<file path="config.mk">
export PLATFORM = sky130hd
export DESIGN_NAME = lif_layer_tdm_flat
export DESIGN_NICKNAME = d
export VERILOG_FILES = /design/src/rtl/lif_pkg.sv /design/src/rtl/lif_layer_tdm_if.sv /design/src/rtl/lif_update.sv /design/src/rtl/lif_layer_tdm.sv /design/src/flat_wrapper.sv
export SDC_FILE = /design/constraint.sdc
export NUM_CORES = 1
export LEC_CHECK = 0
export ABC_AREA = 1
export CAP_MARGIN = 20
export CORE_ASPECT_RATIO = 0.5
export CORE_MARGIN = 4
export CORE_UTILIZATION = 60
export CTS_CLUSTER_DIAMETER = 150
export DETAILED_ROUTE_END_ITERATION = 8
export PLACE_DENSITY = 0.84
export SYNTH_ARGS = -nofsm -noshare
export SYNTH_HDL_FRONTEND = slang
export SYNTH_SLANG_ARGS = --single-unit
</file>
<file path="constraint.sdc">
create_clock -name clk -period 34.1 [get_ports clk]
set_input_delay 6.82 -clock clk [delete_from_list [all_inputs] [get_ports clk]]
set_output_delay 6.82 -clock clk [all_outputs]
set_load 0.005 [all_outputs]
</file>
<file path="src/rtl/lif_pkg.sv">
// Shared definitions for the time-multiplexed LIF layer: FSM states, load
// selector codes, config-byte field layout, reset constants and saturation.
package lif_pkg;

    typedef enum logic [1:0] {
        ST_IDLE,
        ST_RUN,
        ST_DONE
    } lif_state_e;

    localparam logic [1:0] SEL_INPUTS    = 2'd0;
    localparam logic [1:0] SEL_WEIGHTS   = 2'd1;
    localparam logic [1:0] SEL_THRESHOLD = 2'd2;
    localparam logic [1:0] SEL_CONFIG    = 2'd3;

    localparam int SHIFT_LSB   = 0;
    localparam int SHIFT_W     = 3;
    localparam int REFRACT_LSB = 4;
    localparam int REFRACT_W   = 4;

    localparam int   THRESHOLD_INIT  = 5;
    localparam logic WEIGHT_INIT_BIT = 1'b1;

    // Clamp a signed value into the range of a signed field of width bits.
    function automatic int sat_signed(input int value, input int bits);
        int hi;
        int lo;
        hi = (1 <<< (bits - 1)) - 1;
        lo = -(1 <<< (bits - 1));
        if (value > hi) begin
            return hi;
        end else if (value < lo) begin
            return lo;
        end
        return value;
    endfunction

endpackage

</file>
<file path="src/rtl/lif_layer_tdm_if.sv">
// Byte-wide load bus plus step/busy/done handshake of the LIF layer.
interface lif_layer_tdm_if #(
    parameter int N_NEURONS     = 4,
    parameter int MEMBRANE_BITS = 8
);
    logic [7:0]                      data_in;
    logic                            data_valid;
    logic [1:0]                      data_sel;
    logic                            step;
    logic                            busy;
    logic                            done;
    logic [N_NEURONS-1:0]            spikes;
    logic signed [MEMBRANE_BITS-1:0] membrane_out;

    modport master (
        output data_in, data_valid, data_sel, step,
        input  busy, done, spikes, membrane_out
    );

    modport slave (
        input  data_in, data_valid, data_sel, step,
        output busy, done, spikes, membrane_out
    );
endinterface

</file>
<file path="src/rtl/lif_update.sv">
// Combinational single-neuron update: binary-weighted input sum, arithmetic
// leak, saturation, threshold compare and reset-by-subtraction.
module lif_update
    import lif_pkg::*;
#(
    parameter int N_INPUTS       = 16,
    parameter int MEMBRANE_BITS  = 8,
    parameter int THRESHOLD_BITS = MEMBRANE_BITS - 1
) (
    input  logic [N_INPUTS-1:0]             inputs,
    input  logic [N_INPUTS-1:0]             weight_row,
    input  logic signed [MEMBRANE_BITS-1:0] membrane,
    input  logic [SHIFT_W-1:0]              shift,
    input  logic [THRESHOLD_BITS-1:0]       threshold,
    input  logic                            refractory,
    output logic signed [MEMBRANE_BITS-1:0] membrane_next,
    output logic                            spike
);
    // Two guard bits cover m - leak + sum while N_INPUTS stays below the membrane range.
    localparam int RAW_W = MEMBRANE_BITS + 2;
    localparam logic signed [RAW_W-1:0] PLUS_ONE  = RAW_W'(1);
    localparam logic signed [RAW_W-1:0] MINUS_ONE = RAW_W'(-1);

    logic signed [RAW_W-1:0] contrib [N_INPUTS];

    generate
        for (genvar gi = 0; gi < N_INPUTS; gi++) begin : g_contrib
            assign contrib[gi] = inputs[gi] ? (weight_row[gi] ? PLUS_ONE : MINUS_ONE) : '0;
        end
    endgenerate

    logic signed [RAW_W-1:0]         sum;
    logic signed [RAW_W-1:0]         mem_ext;
    logic signed [RAW_W-1:0]         leak;
    logic signed [RAW_W-1:0]         raw;
    logic signed [RAW_W-1:0]         thr_ext;
    logic signed [MEMBRANE_BITS-1:0] thr_mem;
    logic signed [MEMBRANE_BITS-1:0] sat_mem;
    int                              sat_int;

    always_comb begin
        sum = '0;
        for (int i = 0; i < N_INPUTS; i++) begin
            sum = sum + contrib[i];
        end
        if (refractory) begin
            sum = '0;
        end
        mem_ext = {{2{membrane[MEMBRANE_BITS-1]}}, membrane};
        leak    = (shift == '0) ? '0 : (mem_ext >>> shift);
        raw     = mem_ext - leak + sum;
        thr_ext = RAW_W'(threshold);
        thr_mem = MEMBRANE_BITS'(threshold);
        sat_int = sat_signed(int'(raw), MEMBRANE_BITS);
        sat_mem = sat_int[MEMBRANE_BITS-1:0];
        spike   = !refractory && (raw >= thr_ext);
        membrane_next = spike ? (sat_mem - thr_mem) : sat_mem;
    end

endmodule

</file>
<file path="src/rtl/lif_layer_tdm.sv">
// Layer of N_NEURONS LIF neurons sharing one input vector; a single update
// datapath sweeps the neurons one per cycle on each step command.
module lif_layer_tdm
    import lif_pkg::*;
#(
    parameter int N_INPUTS       = 16,
    parameter int N_NEURONS      = 4,
    parameter int MEMBRANE_BITS  = 8,
    parameter int THRESHOLD_BITS = MEMBRANE_BITS - 1
) (
    input  logic            clk,
    input  logic            reset,
    lif_layer_tdm_if.slave  bus
);
    localparam int N_WEIGHTS = N_NEURONS * N_INPUTS;
    localparam int IDX_W     = (N_NEURONS > 1) ? $clog2(N_NEURONS) : 1;
    localparam logic [IDX_W-1:0] LAST_IDX = IDX_W'(N_NEURONS - 1);

    lif_state_e                      state_reg;
    logic [IDX_W-1:0]                idx_reg;
    logic [N_INPUTS-1:0]             inputs_reg;
    logic [N_WEIGHTS-1:0]            weights_reg;
    logic [THRESHOLD_BITS-1:0]       threshold_reg;
    logic [SHIFT_W-1:0]              shift_reg;
    logic [REFRACT_W-1:0]            refract_reg;
    logic signed [MEMBRANE_BITS-1:0] membrane_reg [N_NEURONS];
    logic [REFRACT_W-1:0]            refr_reg [N_NEURONS];
    logic [N_NEURONS-1:0]            spike_buf_reg;
    logic [N_NEURONS-1:0]            spikes_reg;
    logic                            busy_reg;
    logic                            done_reg;
    logic signed [MEMBRANE_BITS-1:0] membrane_hold_reg;

    logic [N_INPUTS-1:0] weight_rows [N_NEURONS];

    generate
        for (genvar gi = 0; gi < N_NEURONS; gi++) begin : g_rows
            assign weight_rows[gi] = weights_reg[gi*N_INPUTS +: N_INPUTS];
        end
    endgenerate

    // Byte shift-in at the LSB; the widened concat drops bits above the register width.
    logic [N_INPUTS+7:0]  inputs_shifted;
    logic [N_WEIGHTS+7:0] weights_shifted;
    assign inputs_shifted  = {inputs_reg, bus.data_in};
    assign weights_shifted = {weights_reg, bus.data_in};

    logic load_en;
    assign load_en = bus.data_valid && (state_reg != ST_RUN);

    logic [REFRACT_W-1:0]            cur_refr;
    logic signed [MEMBRANE_BITS-1:0] upd_mem;
    logic                            upd_spike;
    logic [N_NEURONS-1:0]            spike_buf_next;

    assign cur_refr = refr_reg[idx_reg];

    lif_update #(
        .N_INPUTS       (N_INPUTS),
        .MEMBRANE_BITS  (MEMBRANE_BITS),
        .THRESHOLD_BITS (THRESHOLD_BITS)
    ) u_update (
        .inputs        (inputs_reg),
        .weight_row    (weight_rows[idx_reg]),
        .membrane      (membrane_reg[idx_reg]),
        .shift         (shift_reg),
        .threshold     (threshold_reg),
        .refractory    (cur_refr != '0),
        .membrane_next (upd_mem),
        .spike         (upd_spike)
    );

    always_comb begin
        spike_buf_next          = spike_buf_reg;
        spike_buf_next[idx_reg] = upd_spike;
    end

    always_ff @(posedge clk) begin
        if (reset) begin
            state_reg         <= ST_IDLE;
            idx_reg           <= '0;
            inputs_reg        <= '0;
            weights_reg       <= {N_WEIGHTS{WEIGHT_INIT_BIT}};
            threshold_reg     <= THRESHOLD_BITS'(THRESHOLD_INIT);
            shift_reg         <= '0;
            refract_reg       <= '0;
            spike_buf_reg     <= '0;
            spikes_reg        <= '0;
            busy_reg          <= 1'b0;
            done_reg          <= 1'b0;
            membrane_hold_reg <= '0;
            for (int n = 0; n < N_NEURONS; n++) begin
                membrane_reg[n] <= '0;
                refr_reg[n]     <= '0;
            end
        end else begin
            done_reg <= 1'b0;
            if (load_en) begin
                case (bus.data_sel)
                    SEL_INPUTS:    inputs_reg    <= inputs_shifted[N_INPUTS-1:0];
                    SEL_WEIGHTS:   weights_reg   <= weights_shifted[N_WEIGHTS-1:0];
                    SEL_THRESHOLD: threshold_reg <= THRESHOLD_BITS'(bus.data_in);
                    default: begin
                        shift_reg   <= bus.data_in[SHIFT_LSB +: SHIFT_W];
                        refract_reg <= bus.data_in[REFRACT_LSB +: REFRACT_W];
                    end
                endcase
            end
            case (state_reg)
                ST_IDLE: begin
                    if (bus.step) begin
                        state_reg <= ST_RUN;
                        idx_reg   <= '0;
                        busy_reg  <= 1'b1;
                    end
                end
                ST_RUN: begin
                    membrane_reg[idx_reg] <= upd_mem;
                    membrane_hold_reg     <= upd_mem;
                    if (upd_spike) begin
                        refr_reg[idx_reg] <= refract_reg;
                    end else if (cur_refr != '0) begin
                        refr_reg[idx_reg] <= cur_refr - REFRACT_W'(1);
                    end
                    spike_buf_reg <= spike_buf_next;
                    if (idx_reg == LAST_IDX) begin
                        state_reg  <= ST_DONE;
                        busy_reg   <= 1'b0;
                        done_reg   <= 1'b1;
                        spikes_reg <= spike_buf_next;
                    end else begin
                        idx_reg <= idx_reg + IDX_W'(1);
                    end
                end
                default: state_reg <= ST_IDLE;
            endcase
        end
    end

    assign bus.busy         = busy_reg;
    assign bus.done         = done_reg;
    assign bus.spikes       = spikes_reg;
    assign bus.membrane_out = (state_reg == ST_RUN) ? upd_mem : membrane_hold_reg;

endmodule

</file>
<file path="src/flat_wrapper.sv">
// flat-port wrapper written by rule: the top's interface ports become plain ports
module lif_layer_tdm_flat import lif_pkg::*;
#(
    parameter int N_INPUTS       = 16,
    parameter int N_NEURONS      = 4,
    parameter int MEMBRANE_BITS  = 8,
    parameter int THRESHOLD_BITS = MEMBRANE_BITS - 1
)
  (clk, reset, bus_data_in, bus_data_valid, bus_data_sel, bus_step, bus_busy, bus_done, bus_spikes, bus_membrane_out);
  lif_layer_tdm_if #(.N_NEURONS(N_NEURONS), .MEMBRANE_BITS(MEMBRANE_BITS)) bus_i ();
  input  logic clk;
  input  logic reset;
  input wire logic [$bits(bus_i.data_in)-1:0] bus_data_in;
  input wire logic [$bits(bus_i.data_valid)-1:0] bus_data_valid;
  input wire logic [$bits(bus_i.data_sel)-1:0] bus_data_sel;
  input wire logic [$bits(bus_i.step)-1:0] bus_step;
  output wire logic [$bits(bus_i.busy)-1:0] bus_busy;
  output wire logic [$bits(bus_i.done)-1:0] bus_done;
  output wire logic [$bits(bus_i.spikes)-1:0] bus_spikes;
  output wire logic [$bits(bus_i.membrane_out)-1:0] bus_membrane_out;
  assign bus_i.data_in = bus_data_in;
  assign bus_i.data_valid = bus_data_valid;
  assign bus_i.data_sel = bus_data_sel;
  assign bus_i.step = bus_step;
  assign bus_busy = bus_i.busy;
  assign bus_done = bus_i.done;
  assign bus_spikes = bus_i.spikes;
  assign bus_membrane_out = bus_i.membrane_out;
  lif_layer_tdm #(.N_INPUTS(N_INPUTS), .N_NEURONS(N_NEURONS), .MEMBRANE_BITS(MEMBRANE_BITS), .THRESHOLD_BITS(THRESHOLD_BITS)) u_core (.clk(clk), .reset(reset), .bus(bus_i));
endmodule
</file>
Yosys cells after proc, flatten, opt, wreduce, memory -nomap -nowiden
Memory sizes are Yosys's and may differ from the RTL's. A register that Yosys moved wholly into a read port is not among the register bits. Cells that the tools add are included.

Flip-flop bits (word level): 116. Bits in latches: 0. Bits in writable memories: 48. Bits in read-only memories: 0. Input bits: 14. Output and inout bits: 14. Logic and storage cells: 156. Memories: 2.

$add $sub $neg: 20. Multiply operators: 0. Divide/modulo/power cells: 0. Magnitude comparators: 6. Eq/ne operators: 8. Shift operators: 1. Muxes and demuxes: 82. Bitwise gates (word level): 4. Reduce and logical (&&, ||, !) cells: 21.

Memories: u_core.membrane_reg (words 4, bits a word 8, read ports 1, clocked after memory_dff 1, write ports 4, RTL line lif_layer_tdm.sv:26) `logic signed [MEMBRANE_BITS-1:0] membrane_reg [N_NEURONS];`; u_core.refr_reg (words 4, bits a word 4, read ports 1, clocked after memory_dff 1, write ports 4, RTL line lif_layer_tdm.sv:27) `logic [REFRACT_W-1:0] refr_reg [N_NEURONS];`.

Operators with widths (number): 10-bit 2-to-1 mux (34); 10-bit adder (16); 8-bit 2-to-1 mux (6); 16-bit binary-select mux with 2-bit select (1); 16-bit 2-to-1 mux (2); 1-bit 2-to-1 mux (22); 2-bit 2-to-1 mux (10); 2-bit AND reduction (6); 10-bit by 8-bit greater-or-equal comparator with 1-bit output (1); 10-bit by 8-bit greater-than comparator with 1-bit output (second input constant) (1); 10-bit by 8-bit < comparator with 1-bit output (second input constant) (1); 10-bit by 3-bit >>> shifter with 10-bit output (1); 8-bit by 10-bit subtractor with 10-bit output (1); 4-bit 2-to-1 mux (2); 2-bit one-hot mux with 2 select lines (2); 8-bit OR reduction (1); 8-bit subtractor (1); 3-bit AND reduction (2); 4-bit bitwise mux (1); 2-bit by 1-bit == test with 1-bit output (second input constant) (2); 2-bit == test (second input constant) (2); 2-bit zero test (2); 2-bit by 1-bit inequality test with 1-bit output (second input constant) (2); 2-bit inequality test (second input constant) (2); other kinds (18) (21).

Logic depth before layout (Yosys ltp)
Depth in word-level cells: 32. Mapped depth: 51.

Modules after synthesis
A second synthesis with hierarchy kept.

Cell total of the unflattened synthesis: 1296. Area, all modules: 10012.1 um^2.

By module, submodules not included: lif_layer_tdm (times used 1, cells each 859, area each 6936.7 um^2, sequential area each 3783.6 um^2); lif_update (times used 1, cells each 437, area each 3075.4 um^2, sequential area each 0.0 um^2).

Worst setup path after synthesis
Ideal clock, no wire load.

Path type: register to output. Start point: reg u_core.idx_reg[0]. End point: out bus_membrane_out[6]. Arrival time: 9043 ps. Slack: 18237 ps. Stages on the path, launching flop included: 50. Path buffers: 3. Path through: dfxtp_1 clkbuf_1 clkinv_1 clkbuf_1 nor2_1 o311ai_0 fa_1 inv_1 fa_1 inv_1 fa_1 inv_1 fa_1 fa_1 inv_1 fa_1 inv_1 ha_1 (+14 left out) inv_1 nand3_2 nand2_4 nand2_4 buf_6 nand2_1 inv_1 ha_1 fa_1 o21ai_0 a21oi_1 nor2_1 nor2_1 xor2_1 nand2_1 nand3_1 nand2_1 inv_1.

Word-level cells in the longest chain between the ends: 30. Elaborated cells between the ends (all ways): 64. Classes of those cells: 17 x add/sub; 3 x order compare; 42 x mux; 1 x bitwise; 1 x reduce/logical.

RTL lines: from (decl) (RTL line lif_layer_tdm.sv:20) `logic [IDX_W-1:0] idx_reg;`; from (signal assigned) (RTL line lif_layer_tdm.sv:132) `idx_reg <= idx_reg + IDX_W'(1);`; 2-bit NOT with 3-bit output (implied by the code) (*) (RTL line lif_layer_tdm.sv:64) `.weight_row (weight_rows[idx_reg]),`; 16-bit binary-select mux with 2-bit select (*) (RTL line lif_layer_tdm.sv:64); 16-bit 2-to-1 mux (implied by the code) (*) (2 in a row) (RTL line lif_layer_tdm.sv:64); 10-bit 2-to-1 mux (2 in a row) (RTL line lif_update.sv:28) `assign contrib[gi] = inputs[gi] ? (weight_row[gi] ? PLUS_ONE : MINUS_ONE) : '0;`; 10-bit adder (14 in a row) (RTL line lif_update.sv:44) `sum = sum + contrib[i];`; 10-bit adder (*) (RTL line lif_update.sv:44); 10-bit 2-to-1 mux (*) (RTL line lif_update.sv:46) `if (refractory) begin`; 10-bit adder (*) (RTL line lif_update.sv:51) `raw = mem_ext - leak + sum;`; 10-bit by 8-bit < comparator with 1-bit output (RTL line lif_pkg.sv:32) `end else if (value < lo) begin`; 1-bit 2-to-1 mux (RTL line lif_pkg.sv:32); 1-bit 2-to-1 mux (RTL line lif_pkg.sv:30) `if (value > hi) begin`; 8-bit 2-to-1 mux (RTL line lif_pkg.sv:35) `return value;`; 8-bit subtractor (RTL line lif_update.sv:57) `membrane_next = spike ? (sat_mem - thr_mem) : sat_mem;`; 8-bit 2-to-1 mux (*) (RTL line lif_update.sv:57); 8-bit 2-to-1 mux (*); to (decl) (RTL line flat_wrapper.sv:20) `output wire logic [$bits(bus_i.membrane_out)-1:0] bus_membrane_out;`.

Mark *: on every way between the ends. The rest lies on a longest branch, timed or not. The select of a mux whose other input is x is not followed.

Worst setup path after layout
Start point: reg u_core.idx_reg[1]. End point: out bus_membrane_out[6].

Same word-level chain as after synthesis.

==> results.md <==
- The register with the most flip-flops in the layout has 64 of them.
- Entering global routing, the biggest net connects 99 pins.
- The global-route wire length before repair is 42100 µm.
- Relative to the synthesized area, the layout overhead comes to 9.53%.
- During I/O placement, the number of pins put on the boundary was 28.
- The first TritonRoute pass finished after 6 iterations.
- The clock edge transition at the registers on the reported setup and hold paths is 0.08 ns.
- In this run the tightest slew margin relative to its limit is 0.310.
- Routability-driven placement finished with a final weighted congestion of 0.958.
- Setup repair after global routing left no endpoint under its margin.
- Counting every instance in the synthesized netlist gives 1273.
- In this run the most critical hold path is launched from u_core.weights_reg[57].
- The clock root buffer master is clkbuf_16.
- The number of antenna violations at the first check in global routing is 0.
- The clock period could shrink to 18.36 ns.
- The final count of hold timing violations was 0.
- The netlist area before placement is 10000 µm².
- The post-CTS setup repair buffer count is 0.
- The analysis attributes to cell leakage a power of 5.10 nW.
- The average instance in the mapped netlist occupies 7.86 µm².
- The detail route stage leaves a number of antenna-violating nets equal to 0.
- At the pin with the least slew margin, the transition time is 1.03 ns.
- The total of buffers placed on input and output ports is 27.
- The maximum clock skew at final layout is 0.0123 ns.
- The async set or reset register ratio after synthesis is 0.
- The clock latency on the worst-skew pair is 0.45 ns.
- The floorplan die width is 191 µm.
- In the global route stage, overall resource usage came out at 0.280.
- The share of the Yosys chip area taken by registers is 0.378.
- The stage delay of the slowest cell on the critical path is 0.83 ns.
- The number of clock buffers added by TritonCTS is 17.
- The number of stages on the worst hold path is 2.
- The clock sink count is 165.
- The setup check on the worst reg-to-reg path leaves a slack of 23.21 ns.
- Buffers inserted to repair hold after CTS numbered 0.
- The via count of the first global-routing pass is 8360.
- The number of design-rule violations left by the first detailed-router iteration is 909.
- The detailed-route wire length is 25600 µm.
- The required time at the worst-slack endpoint is 27.28 ns.
- The H-tree generated during clock tree synthesis spans 4 levels.
- Setup violations remaining at the end of the flow were counted as 0.
- The vias after detailed routing is 8589.
- The number of nets handed over by synthesis was 1379.
- The vertical die dimension is 99.3 µm.
- The critical path in this run is classified as reg -> out.
- The final max-slew violation count was 0.
- The portion of the clock cycle consumed by the worst path in the final layout is 0.538.
- For this run, the post-layout net count is 1376.
- In this run the critical register-to-register path is captured at u_core.membrane_reg[0][6].
- The worst hold path terminates at u_core.weights_reg[57].
- Synthesis instantiated 47 different standard cells from the library.
- The type of the worst min-delay path is reg -> reg.
- The wire-length estimate of the detail-placed layout is 18300 µm.
- Power spread over the standard cell area amounts to 67.6 nW/µm².
- The share of post-route cells with drive strength above 1 is 0.0764.
- The dominant cell type by count on the critical path is inv_1.
- The worst register-to-register path has a depth of 45.
- For this run, the number of Yosys warnings is 0.
- The worst-path maximum fanout is 21.
- The nature of the critical path startpoint is a register.
- The detailed-route vias per instance is 5.69.
- For this configuration, the core starts out at a cell density of 0.612.
- After detailed routing, the average wire length per cell comes to 17.0 µm.
- The startpoint of the lowest-slack register-to-register path is u_core.idx_reg[1].
- Row generation in the floorplan step produced 33 rows.
- The remaining global-route overflow is 0.
- On the critical path, the stage with the largest delay is an instance of dfxtp_1.
- The flow ran to the end, and the final reports show no timing, DRC or antenna violations.
- For the worst setup path, the data arrival time is 11.54 ns.
- The count of max-cap constraint violations is 0.
- After the flow finishes, the layout carries non-filler instances totaling 1510.
- The flip-flop and latch count after synthesis is 165.
- The remaining design rule violation count is 0.
- The highest clock rate is 0.0545 GHz.
- Across the VDD grid, the largest voltage drop is 44.2 µV.
- The total placed cells including tap cells is 1476.
- The count of antenna diodes in the layout is 0.
- The number of enable flip-flop cells after synthesis is 48.
- The core outline area is 16400 µm².
- The final setup TNS is 0 ns.
- The deepest clock path buffer count is 2.
- The post-cts resize count is 0.
- The die covers 18900 µm².
- Among all flip-flop cells after synthesis, the most frequent one is dfxtp_1.
- TritonCTS built the clock tree.
- The kind of end point of the critical path is an output port.
## area by class of cell
class                      instances  area, µm²
fill                            1333       5390
multi-input combinational        871       5280
sequential                       165       3780
inverter                         181        687
clock buffer                      17        425
timing repair buffer              34        330
tap                              227        284
clock inverter                    15        169
## power breakdown
| group | internal, mW | switching (mW) |
|---|---|---|
| clock | 0.0978 | 0.0940 |
| combinational | 0.116 | 0.209 |
| sequential | 0.216 | 0.00745 |
| total | 0.430 | 0.311 |
## stage by stage
stage	area (µm²)	total power, mW	utilization	worst slack, ns	hold WS (ns)
finish	11000	0.741	0.670	15.74	0.461
global route	11000	0.795	0.670	14.84	0.495
CTS	10900	0.734	0.669	15.80	0.465
detailed placement	10300	0.541	0.633	16.42	0.447
global placement	10300	0.532	0.633	16.88	0.435
floorplan	10000	0.467	-	18.24	0.424
## critical path: cells and delay by family (launching register included)
kind	cells	cell delay (ns)
xor+xnor	1	0.12
flops	1	0.83
fa+ha+maj	12	5.16
compound gates	9	1.79
buf+inv	12	1.87
simple gates	12	1.33
## cell families (layout without fill, tap and decap cells)
family	after synthesis	after routing	synth area share
simple gates	565	565	0.252
buf+inv	237	247	0.0946
compound gates	204	204	0.115
flops	165	165	0.378
fa+ha+maj	92	92	0.152
xor+xnor	10	10	0.00875
## Yosys cell counts, types with 6 or more instances
| cell | n | area [µm²] |
|---|---|---|
| nand2_1 | 294 | 1100 |
| o22ai_1 | 6 | 37.5 |
| ha_1 | 43 | 538 |
| o221ai_1 | 10 | 87.6 |
| buf_6 | 6 | 67.6 |
| dfxtp_1 | 117 | 2340 |
| nand3_1 | 103 | 515 |
| edfxtp_1 | 48 | 1440 |
| xor2_1 | 9 | 78.8 |
| a21oi_1 | 69 | 345 |
| fa_1 | 49 | 981 |
| clkbuf_1 | 46 | 173 |
| inv_1 | 176 | 661 |
| o21ai_1 | 6 | 30.0 |
| nor2_1 | 105 | 394 |
| nand2_2 | 16 | 100 |
| or2_2 | 8 | 50.1 |
| nand3_2 | 14 | 140 |
| nand2_4 | 7 | 78.8 |
| o21ai_0 | 88 | 440 |
## per-layer routing
layer	vias to the layer above	part of all wire	track usage
met4	0	0.022	0.0833
met1	4087	0.44	0.395
met2	354	0.46	0.442
met3	55	0.077	0.0565
met5	-	0	0
li1	4093	-	-
## cell usage in the layout, fill, tap and decap left out, types with 2 or more instances in the layout
| master | count |
|---|---|
| nand2_1 | 294 |
| inv_1 | 175 |
| dfxtp_1 | 117 |
| nor2_1 | 105 |
| nand3_1 | 103 |
| o21ai_0 | 88 |
| a21oi_1 | 69 |
| fa_1 | 49 |
| edfxtp_1 | 48 |
| ha_1 | 43 |
| clkdlybuf4s50_1 | 27 |
| clkbuf_16 | 17 |
| nand2_2 | 16 |
| nand3_2 | 14 |
| o221ai_1 | 10 |
| xor2_1 | 9 |
| or2_2 | 8 |
| nand2_4 | 7 |
| o22ai_1 | 6 |
| o21ai_1 | 6 |
| buf_4 | 6 |
| a32o_1 | 5 |
| o21a_1 | 5 |
| clkinv_8 | 5 |
| nor3_1 | 4 |
| nor2_2 | 4 |
| clkinv_4 | 4 |
| inv_6 | 3 |
| o21bai_1 | 3 |
| nand4_1 | 3 |
| a22oi_1 | 3 |
| clkinv_1 | 2 |
| o311ai_0 | 2 |
| nand3b_1 | 2 |
| a21o_1 | 2 |
| inv_2 | 2 |
| inv_8 | 2 |
## worst max-delay path by stage
stage	start	to	slack, ns	cells past startpoint
2_1_floorplan	u_core.idx_reg[0]	bus_membrane_out[6]	18.24	49
3_3_place_gp	u_core.idx_reg[1]	bus_membrane_out[6]	16.88	47
3_5_place_dp	u_core.idx_reg[1]	bus_membrane_out[6]	16.42	47
4_1_cts	u_core.idx_reg[1]	bus_membrane_out[6]	15.80	47
5_1_grt	u_core.idx_reg[1]	bus_membrane_out[6]	14.84	47
6_report	u_core.idx_reg[1]	bus_membrane_out[6]	15.74	46
Note: power is estimated with default switching activity, not from simulation.
==> patch, RTL diff (same flow settings) <==
Change the package constant `REFRACT_LSB` from 4 to 2.
--- a/src/rtl/lif_pkg.sv
+++ b/src/rtl/lif_pkg.sv
@@ -15,7 +15,7 @@
 
     localparam int SHIFT_LSB   = 0;
     localparam int SHIFT_W     = 3;
-    localparam int REFRACT_LSB = 4;
+    localparam int REFRACT_LSB = 2;
     localparam int REFRACT_W   = 4;
 
     localparam int   THRESHOLD_INIT  = 5;
Check against the original RTL: not settled (the Yosys comparison gave no result); the edit may change what the design does.
==> patch against the unedited design <==
Area after synthesis down 0.41%; combinational power rose by 11%; utilization is 2.1 points higher; sequential cell count decreased by 1; setup slack worse by 0.11 ns; via count decreased by 2.1%; clock skew decreased by 0.0024 ns; hold slack worse by 0.0061 ns; cell area decreased by 0.23%; synthesized cell count is 0.55% higher; count of clock-buffer cells in the layout is 2 higher; power up 6.8%; routed wire length down 5.1%; largest cell class unchanged.
==> patch: results (changes against the unedited design) <==
| Metric | Value |
|---|---|
| Hold Startpoint | `u_core.weights_reg[56]` |
| CTS clk-pin slew, worst paths | `0.07 ns` |
| Bufs w/o clock | `32 (-5.9%)` |
| Vias in the first global route | `7807 (-6.6%)` |
| Initial DRC count | `900 (-0.99%)` |
| Ys Warns | `0 (unchanged)` |
| Dpl ws | `16.33 ns (-0.0863 ns)` |
| Post-synth EDFFs | `48 (unchanged)` |
| Count of multi-input gates | `869 (-0.23%)` |
| Clock buffer depth | `2 (unchanged)` |
| Placed Area | `10300 um^2 (-0.46%)` |
| Layout cells sized above 1 | `7.37% (-0.27 points)` |
| Post-synth ARST share | `0% (unchanged)` |
| Layout clock area frac | `5.71% (+0.29 points)` |
| CP arrival | `11.65 ns (+0.11 ns)` |
| Yosys reg bits | `164 (-0.61%)` |
| Register area | `3760 um^2 (-0.53%)` |
| Met2 wire len | `11200 um (-4.9%)` |
| WL met1 | `10700 um (-5.4%)` |
| DR vias | `8407 (-2.1%)` |
| Measured slew at the worst slew-check pin | `1.04 ns (+0.00852 ns)` |
| Lkg Pwr | `5.14 nW (+0.84%)` |
| Worst reg2reg path startpoint | `u_core.idx_reg[0]` |
| GPL Wtd Cong | `0.972 (+1.4%)` |
| Multi-input logic area | `5230 um^2 (-0.95%)` |
| Slowest stage delay, CP | `0.85 ns (+0.02 ns)` |
| Top sig layer | `met4` |
| Maximum fanout along the worst path | `38 (+81%)` |
| NonClk Buf Share | `2.88% (-0.13 points)` |
| Peak VDD IR | `0.0548 mV (+24%)` |
| Gate Count Post-Synth | `1280 (+0.55%)` |
| First-pass DRT Iterations | `7 (+1)` |
| Cells after DPL | `1477 (+0.068%)` |
| GRT Resource Usage Total | `26.2% (-1.8 points)` |
| Inverter count | `192 (+6.1%)` |
| Post-synth top flop | `dfxtp_1` |
| Wirelength per Cell | `16.1 um (-5.1%)` |
| Internal power | `0.465 mW (+8.2%)` |
| Worst Setup Start Kind | `register` |
| First-pass GRT wire length | `39500 um (-6.3%)` |
| Post_cts resized | `0 (unchanged)` |
| Antenna-violating nets left | `0 (unchanged)` |
| Sequential area share after synthesis | `37.8% (-0.044 points)` |
| Die Area | `18900 um^2 (-0.39%)` |
| Post-DP HPWL | `17100 um (-6.1%)` |
| Slowest stage cell on the critical path | `clkinv_1` |
| Yosys cell types | `45 (-4.3%)` |
| Clock skew | `0.00995 ns (-0.00240 ns)` |
| # clk buffers | `19 (+2)` |
| HP Class | `register to register` |
| Post-synth top cells | `nand2_1 (297), inv_1 (183), nor2_1 (117)` |
| Outcome | `completed` |
| Net Count, Synth | `1386 (+0.51%)` |
| Largest cells by area after synthesis | `dfxtp_1 (23%), edfxtp_1 (14%), nand2_1 (11%), fa_1 (9.8%), inv_1 (6.9%)` |
| Fill cells | `1259 (-5.6%)` |
| Met3 WL post-DR | `1800 um (-8.8%)` |
| Clock Latency Late Sink | `0.44 ns` |
| Sequential cell area share | `34.4% (-0.10 points)` |
| Largest net degree at the start of global routing | `98 (-1.0%)` |
## patch: cell count changes in the layout (fill, tap and decap cells not counted), moves of 3 or more
cell / unedited run / this run
nor2_1: 105 / 117
nand2_2: 16 / 12
nand2_4: 7 / 3
a21oi_1: 69 / 62
clkinv_8: 5 / 0
inv_2: 2 / 6
nand2_1: 294 / 297
inv_1: 175 / 182
## patch: power by group through the flow
| stage | combinational (mW) | clock [mW] | sequential, mW |
|---|---|---|---|
| after floorplan | 0.269 | 0 | 0.224 |
| after global placement | 0.338 | 0 | 0.227 |
| after detailed placement | 0.350 | 0 | 0.228 |
| after CTS | 0.355 | 0.206 | 0.224 |
| after global routing | 0.403 | 0.217 | 0.225 |
| final | 0.360 | 0.206 | 0.224 |
## patch: worst paths after layout
check,cells after the start,slack (ns),end
min,2,0.46,u_core.weights_reg[56]
max reg2reg,47,23.16,u_core.membrane_reg[2][6]
max,49,15.63,bus_membrane_out[6]
min reg2reg,2,0.46,u_core.weights_reg[56]
## patch: metal layers
| layer | up-vias | track usage, % |
|---|---|---|
| li1 | 4088 | - |
| met1 | 3938 | 36.3 |
| met2 | 326 | 41.7 |
| met3 | 55 | 6.10 |
| met4 | 0 | 7.94 |
| met5 | - | 0 |
## patch: cell families after synthesis
kind of cell               after synthesis  synth area share, %
buffers and inverters                  247                 9.79
adders and majority gates               92                 15.2
xor gates and xnor gates                11                0.967
DFF                                    164                 37.8
AOI/OAI and AO/OA                      192                 10.8
and+or+nand+nor                        574                 25.5
## patch: worst max-delay path: cells and delay by family, from the launching register on
kind / cells / cell delay (ns)
adder cells (fa/ha/maj): 12 / 5.25
buffers and inverters: 13 / 2.34
AND/OR/NAND/NOR: 14 / 1.63
AO/OA/AOI/OAI: 9 / 1.54
flip-flops: 1 / 0.31
XOR/XNOR: 1 / 0.12
